## config.mk

```make
export PLATFORM = sky130hd
export DESIGN_NAME = sel_pipe_stage
export DESIGN_NICKNAME = d
export VERILOG_FILES = /design/src/rtl/sel_pipe_stage.sv
export SDC_FILE = /design/constraint.sdc
export NUM_CORES = 1
export LEC_CHECK = 0
export CELL_PAD_IN_SITES_DETAIL_PLACEMENT = 0
export CELL_PAD_IN_SITES_GLOBAL_PLACEMENT = 1
export CORE_MARGIN = 2
export CORE_UTILIZATION = 31
export CTS_CLUSTER_SIZE = 8
export DETAILED_ROUTE_END_ITERATION = 7
export PLACE_DENSITY_LB_ADDON = 0.1
export SLEW_MARGIN = 10
export SYNTH_ARGS = -nofsm -noshare
export SYNTH_HDL_FRONTEND = slang
export SYNTH_SLANG_ARGS = --single-unit
```

## constraint.sdc

```tcl
create_clock -name clk -period 1.9 [get_ports clk]
set_clock_uncertainty 0.05 [all_clocks]
set_input_delay 0.19 -clock clk [delete_from_list [all_inputs] [get_ports clk]]
set_output_delay 0.19 -clock clk [all_outputs]
set_load 0.01 [all_outputs]
```

## src/rtl/sel_pipe_stage.sv

```systemverilog
// Purpose : N-way selector into a valid/ready pipeline register backed by a one-entry skid register.
// Latency : 1 cycle from accept to out_*. Full throughput while out_ready=1.
// Backpres: in_ready is register-derived (~skid_valid & ~rst). A beat that arrives during a stall parks in skid.
//
// Ports
//   clk, rst     rising-edge clock, synchronous active-high reset
//   flush        drops every held beat, including one offered in the same cycle
//   in_data      NUM_IN channels, channel k at [k*WIDTH +: WIDTH]
//   sel          channel index, sampled with in_valid
//   in_valid/in_ready    upstream handshake
//   out_data/out_err     selected beat; out_err marks sel >= NUM_IN (data forced to 0)
//   out_valid/out_ready  downstream handshake
module sel_pipe_stage #(
    parameter int WIDTH  = 5,
    parameter int NUM_IN = 2,
    parameter int SEL_W  = 1
) (
    input  logic                    clk,
    input  logic                    rst,
    input  logic                    flush,
    input  logic [NUM_IN*WIDTH-1:0] in_data,
    input  logic [SEL_W-1:0]        sel,
    input  logic                    in_valid,
    output logic                    in_ready,
    output logic [WIDTH-1:0]        out_data,
    output logic                    out_err,
    output logic                    out_valid,
    input  logic                    out_ready
);

    logic             r_main_vld;
    logic [WIDTH-1:0] r_main_dat;
    logic             r_main_err;
    logic             r_skid_vld;
    logic [WIDTH-1:0] r_skid_dat;
    logic             r_skid_err;

    logic [WIDTH-1:0] w_sel_dat;
    logic             w_sel_err;
    logic             w_acc;
    logic             w_emit;

    // Unmatched select (sel >= NUM_IN) falls through with zero data and err set.
    always_comb begin
        w_sel_dat = '0;
        w_sel_err = 1'b1;
        for (int k = 0; k < NUM_IN; k++) begin
            if (sel == SEL_W'(k)) begin
                w_sel_dat = in_data[k*WIDTH +: WIDTH];
                w_sel_err = 1'b0;
            end
        end
    end

    assign in_ready  = ~r_skid_vld & ~rst;
    assign w_acc     = in_valid & in_ready;
    assign w_emit    = r_main_vld & out_ready;

    assign out_valid = r_main_vld;
    assign out_data  = r_main_dat;
    assign out_err   = r_main_err;

    always_ff @(posedge clk) begin
        if (rst) begin
            r_main_vld <= 1'b0;
            r_main_dat <= '0;
            r_main_err <= 1'b0;
            r_skid_vld <= 1'b0;
            r_skid_dat <= '0;
            r_skid_err <= 1'b0;
        end else if (flush) begin
            // Data is left alone; it is don't-care once valid drops.
            r_main_vld <= 1'b0;
            r_skid_vld <= 1'b0;
        end else if (r_skid_vld) begin
            // in_ready is low here, so only a drain can happen.
            if (w_emit) begin
                r_main_dat <= r_skid_dat;
                r_main_err <= r_skid_err;
                r_skid_vld <= 1'b0;
            end
        end else if (!r_main_vld || w_emit) begin
            // Main is free this cycle: refill it or go empty.
            r_main_vld <= w_acc;
            if (w_acc) begin
                r_main_dat <= w_sel_dat;
                r_main_err <= w_sel_err;
            end
        end else if (w_acc) begin
            // Main stalled: park the new beat so upstream sees in_ready drop a cycle later.
            r_skid_vld <= 1'b1;
            r_skid_dat <= w_sel_dat;
            r_skid_err <= w_sel_err;
        end
    end

endmodule

```

==> results of run 1 <==
## sequential cells by signal, summed over array words and instances, names as in the netlist
name        cells
out_data        5
out_valid       1
r_skid_dat      5
r_skid_vld      1
## power by group
part | internal, W | leakage (nW) | switching, W | total, W
Sequential | 0.000258 | 0.0972 | 0.00000416 | 0.000262
Clock | 0.000116 | 0.0210 | 0.0000798 | 0.000196
Combinational | 0.0000615 | 0.221 | 0.0000406 | 0.000102
## layout make-up
type / count / area, um2 / share of cell area [%]
inverters: 2 / 7.507 / 0.8054
clock buffers: 4 / 36.28 / 3.893
multi-input cells: 54 / 371.6 / 39.87
well taps: 27 / 33.78 / 3.624
flip-flops and latches: 12 / 240.2 / 25.77
repair buffers: 25 / 242.7 / 26.04
## worst register-to-register path, stage by stage (launching register included)
cell	delay (ns)
dfxtp_1	0.31
or3b_1	0.36
a221o_1	0.44
mux2i_1	0.16
## cells by family (layout without fill, tap and decap cells)
family	count (synthesis)	after routing	synth area share (%)
buffers and inverters	7	31	8.253
AOI/OAI and AO/OA	15	15	14.26
muxes	10	10	15.95
DFF	12	12	36.02
other	1	1	0.5623
and+or+nand+nor	28	28	24.95
## layer usage
layer	vias up	wire length, um	track usage (%)
met5	-	0	0
met4	0	0	2.703
met3	0	79	4.464
met2	15	649	19.96
met1	260	771	16.58
li1	308	-	-
## synthesized netlist by cell type, types with 2 or more instances
cell      instances
o211ai_1          5
nor3_1           10
nand2b_1          2
mux2i_1           5
dfxtp_1          12
nor2_1            2
mux2_2            5
buf_6             2
or2b_2            4
nand2_1           6
a21oi_1           7
## how the worst min path moves through the flow
stage                start          end  slack (ns)  depth (start not counted)
6_report       out_data[1]  out_data[1]        0.41                          2
5_1_grt        out_data[0]  out_data[0]        0.43                          2
4_1_cts        out_data[1]  out_data[1]        0.41                          2
3_5_place_dp   out_data[1]  out_data[1]        0.40                          2
3_3_place_gp   out_data[2]  out_data[2]        0.40                          2
2_1_floorplan    out_ready   r_skid_vld        0.24                          1
## stage by stage
step / power, W / instance area (um2) / util (%) / setup WS, ns
3_3_place_gp: 0.0003711 / 895.9 / 44.75 / 0.1312
3_5_place_dp: 0.0003704 / 895.9 / 44.75 / 0.1235
6_report: 0.0005599 / 932.1 / 46.56 / 0.1797
4_1_cts: 0.0005724 / 932.1 / 46.56 / 0.1889
5_1_grt: 0.0005980 / 932.1 / 46.56 / 0.1772
2_1_floorplan: 0.0003174 / 666.9 / - / 0.4657
==> out/metrics.cfg, run 1 <==
[clock_network]
clock_latency_ns=0.27
holdBufCountCts=0
cts_tree=done
post_cts_resized=0
clk_pin_slew_ns=0.08
cts_setup_buffers=0
numCtsBuffers=3
clock_sink_count=12
clock_path_buffers=2
cts_root_buffer=clkbuf_4
htreeDepth=1

[sta]
max_freq_mhz=581.3
finalSetupViolCount=0
slew_violations=0
period_minus_slack_ns=1.720
rsz0062_at_grt=false
fin_tns_setup_ns=0
finalCritPeriodShare_pct=90.54
holdWs_ns=0.4086
hold_viol_final=0

[placed_design]
dpl.hpwl_um=1201
place.gp.congestion=0.7380
port_buffers=22
placedCellCount=120

[floorplan]
std_cell_rows=16
core_area_um2=2002
dieWidth_um=50.38
io-pin-count=24
initial_core_util_pct=33.31
die_y_um=50.38
dieArea_um2=2538

[drt]
drt_iter0_markers=9
vias=583
routed_via_density=4.702
final_antenna_net_count=0
wire_per_inst_um=12.10
drtPass1Iterations=4
drc=0
wl_um=1500

[yosys]
syn_inst=73
synth_top_cells_by_area=dfxtp_1 (36%), mux2_2 (8.4%), mux2i_1 (7.5%), nor3_1 (7.5%), o211ai_1 (5.6%)
synth-edff-count=0
ys.flop_type=dfxtp_1
seq_area_frac_synth_pct=36.02
syn_nets=89
synth.cell_area_um2=666.9
synth.distinct_cells=24
yosys_warnings=0
synthArstFlopShare_pct=0
synth.avg_cell_area_um2=9.135
ys_ff_latch=12
yosysTopAreaCell=dfxtp_1
synth_top_area_share_pct=36.02

[global_routing]
grt_pass1_wl_um=2442
grt_use_total_pct=12.65
grt_overflow=0
antenna_found_initial=0
grt_max_degree=18
grt_pass1_vias=540

[worst_setup_path]
timing.rr.start=r_skid_vld
cp_top_family=buffers and inverters
worstPathMaxFanout=9
crit_buf_inv=3
endpoint=in_ready
crit_slowest_cell=clkdlybuf4s50_1
cp-start-kind=primary input
endpoint_kind=output pin
crit_top_cell=clkdlybuf4s50_1
path_class=primary input to output pin
reg2reg_to=out_data[0]
r2r_setup_slack_ns=0.47
crit_start=rst
cp.depth=4
rr_worst_depth=3
worstPathCellList=clkdlybuf4s50_1 -> buf_4 -> nor2_1 -> clkdlybuf4s50_1
crit_arrival_ns=1.48
worstPathRequired_ns=1.66
max_stage_delay_ns=0.55

[finish]
final_common_cell=clkdlybuf4s50_1
layout.nets=114
n_fill_cell=199
layout_common_cells=clkdlybuf4s50_1 (22), dfxtp_1 (12), nor3_1 (10), a21oi_1 (7), nand2_1 (6)
n_antenna_cell=0
finalNonFillerCells=124
area_delta_synth_final_pct=39.77
layout-drive-gt1-share_pct=17.53

[hold_path]
hold_path.class=flop to flop

[pwr]
p_leak_nw=0.3396
ir_drop_mv=0.5364
powerDensity_nw_per_um2=600.7

[job]
drv_cap=0

[status]
status=finished, final reports clean

Power figures use the tool's default switching activity.
==> run 2: changes to the inputs <==
--- a/config.mk
+++ b/config.mk
@@ -5,6 +5,7 @@
 export SDC_FILE = /design/constraint.sdc
 export NUM_CORES = 1
 export LEC_CHECK = 0
+export CAP_MARGIN = 20
 export CELL_PAD_IN_SITES_DETAIL_PLACEMENT = 0
 export CELL_PAD_IN_SITES_GLOBAL_PLACEMENT = 1
 export CORE_MARGIN = 2
==> results of run 2 <==
Same layout as run 1: the final DEF is identical, and so are final timing and power.
==> run 3: changes to the inputs <==
--- a/config.mk
+++ b/config.mk
@@ -6,14 +6,13 @@
 export NUM_CORES = 1
 export LEC_CHECK = 0
 export CAP_MARGIN = 20
-export CELL_PAD_IN_SITES_DETAIL_PLACEMENT = 0
+export CELL_PAD_IN_SITES_DETAIL_PLACEMENT = 1
 export CELL_PAD_IN_SITES_GLOBAL_PLACEMENT = 1
 export CORE_MARGIN = 2
 export CORE_UTILIZATION = 31
 export CTS_CLUSTER_SIZE = 8
 export DETAILED_ROUTE_END_ITERATION = 7
 export PLACE_DENSITY_LB_ADDON = 0.1
-export SLEW_MARGIN = 10
 export SYNTH_ARGS = -nofsm -noshare
 export SYNTH_HDL_FRONTEND = slang
 export SYNTH_SLANG_ARGS = --single-unit
==> out/metrics.cfg, run 3 (synthesized netlist as in run 1, its figures left out) <==
[clock_network]
cts_root_buffer=clkbuf_4
numCtsBuffers=3  ; unchanged
holdBufCountCts=0  ; unchanged
post_cts_resized=0  ; unchanged
cts_tree=done
htreeDepth=1  ; unchanged
clock_latency_ns=0.26  ; about the same
cts_setup_buffers=0  ; unchanged
clk_pin_slew_ns=0.06  ; -0.02 ns
clock_sink_count=12  ; unchanged
clock_path_buffers=2  ; unchanged

[hold_path]
holdCritStartpoint=out_data[2]
min_delay_path_depth=2  ; unchanged
min_to=out_data[2]
hold_path.class=flop to flop

[drt]
wire_per_inst_um=13.98  ; +16%
drc=0  ; unchanged
routed_via_density=4.732  ; +0.64%
final_antenna_net_count=0  ; unchanged
vias=582  ; -0.17%
drtPass1Iterations=4  ; unchanged
wl_um=1719  ; +15%
drt_iter0_markers=2  ; -7

[sta]
fin_ws_ns=0.1641  ; -0.01564 ns
max_freq_mhz=576.1  ; -0.90%
rsz0062_at_grt=false
period_minus_slack_ns=1.736  ; +0.01564 ns
finalSetupViolCount=0  ; unchanged
fin_tns_setup_ns=0  ; unchanged
hold_viol_final=0  ; unchanged
finalCritPeriodShare_pct=91.36  ; +0.82 points
slew_violations=0  ; unchanged

[floorplan]
io-pin-count=24  ; unchanged
initial_core_util_pct=33.31  ; unchanged
dieArea_um2=2538  ; unchanged
std_cell_rows=16  ; unchanged
die_y_um=50.38  ; unchanged
core_area_um2=2002  ; unchanged
dieWidth_um=50.38  ; unchanged

[pwr]
powerDensity_nw_per_um2=559.3  ; -6.9%
power_w=0.0005137  ; -8.3%
ir_drop_mv=0.3993  ; -26%
p_leak_nw=0.3324  ; -2.1%

[finish]
area_delta_synth_final_pct=37.71
n_fill_cell=239  ; +20%
n_antenna_cell=0  ; unchanged
layout.nets=114  ; unchanged
multi_input_area_um2=371.6  ; unchanged
layout-drive-gt1-share_pct=16.67  ; -0.86 points
layout_common_cells=clkdlybuf4s50_1 (22), dfxtp_1 (12), nor3_1 (10), a21oi_1 (7), nand2_1 (6)
seqCellArea_um2=240.2  ; unchanged
final_common_cell=clkdlybuf4s50_1

[global_routing]
grt_max_degree=18  ; unchanged
grt_use_total_pct=15.07  ; +2.4 points
grt_overflow=0  ; unchanged
grt_pass1_wl_um=2918  ; +19%
grt_pass1_vias=599  ; +11%
antenna_found_initial=0  ; unchanged

[worst_setup_path]
reg2reg_to=out_data[4]
worstPathRequired_ns=1.66  ; about the same
crit_arrival_ns=1.50  ; +0.02 ns
path_class=primary input to output pin
cp-start-kind=primary input
r2r_setup_slack_ns=0.46  ; about the same
worstPathMaxFanout=9  ; unchanged
rr_worst_depth=3  ; unchanged
timing.rr.start=r_skid_vld
endpoint_kind=output pin

[job]
drv_cap=0  ; unchanged

[placed_design]
pre_cts_ws_ns=0.1104  ; -0.01304 ns
dpl.hpwl_um=1389  ; +16%
port_buffers=22  ; unchanged
place.gp.congestion=0.7380  ; unchanged

[status]
status=finished, final reports clean

[run 3: cell types whose count changed in the layout (fill, tap and decap cells not counted), sizes merged]
cell,delta
clkbuf,-1
[run 3: how the worst max path moves through the flow]
stage | startpoint | end | cells after the start
floorplan | r_skid_vld | out_data[0] | 4
global placement | in_valid | out_data[3] | 4
detailed placement | in_valid | out_data[4] | 4
CTS | rst | in_ready | 4
global route | rst | in_ready | 4
finish | rst | in_ready | 4
[run 3: layer usage]
metal	vias up	routed length [um]	track usage [%]
li1	309	-	-
met1	260	890	20.55
met2	13	746	23.46
met3	0	82	4.762
met4	0	0	2.703
met5	-	0	0
[run 3: layout make-up]
| class | count | share of cell area (%) |
|---|---|---|
| Inverter | 2 | 0.8174 |
| Clock buffer | 3 | 2.452 |
| Sequential cell | 12 | 26.16 |
| Tap cell | 27 | 3.678 |
| Multi-Input combinational cell | 54 | 40.46 |
| Timing Repair Buffer | 25 | 26.43 |
[run 3: report_power, final]
group          internal (W)  leakage (nW)  switching (W)
clock             0.0000732        0.0138      0.0000739
combinational     0.0000616         0.221      0.0000432
sequential         0.000258        0.0972     0.00000418
total              0.000392         0.332       0.000121
[run 3: per-stage QoR]
step | cells | instance area, um2 | hold slack (ns) | utilization [%]
after floorplan | 73 | 666.9 | 0.2401 | -
after global placement | 120 | 895.9 | 0.3993 | 44.75
after detailed placement | 120 | 895.9 | 0.4045 | 44.75
after CTS | 123 | 918.4 | 0.4142 | 45.88
after global routing | 123 | 918.4 | 0.4372 | 45.88
final | 123 | 918.4 | 0.4101 | 45.88
[run 3: critical path, stage by stage]
cell and delay, ns:
clkdlybuf4s50_1 0.44, buf_4 0.18, nor2_1 0.12, clkdlybuf4s50_1 0.57
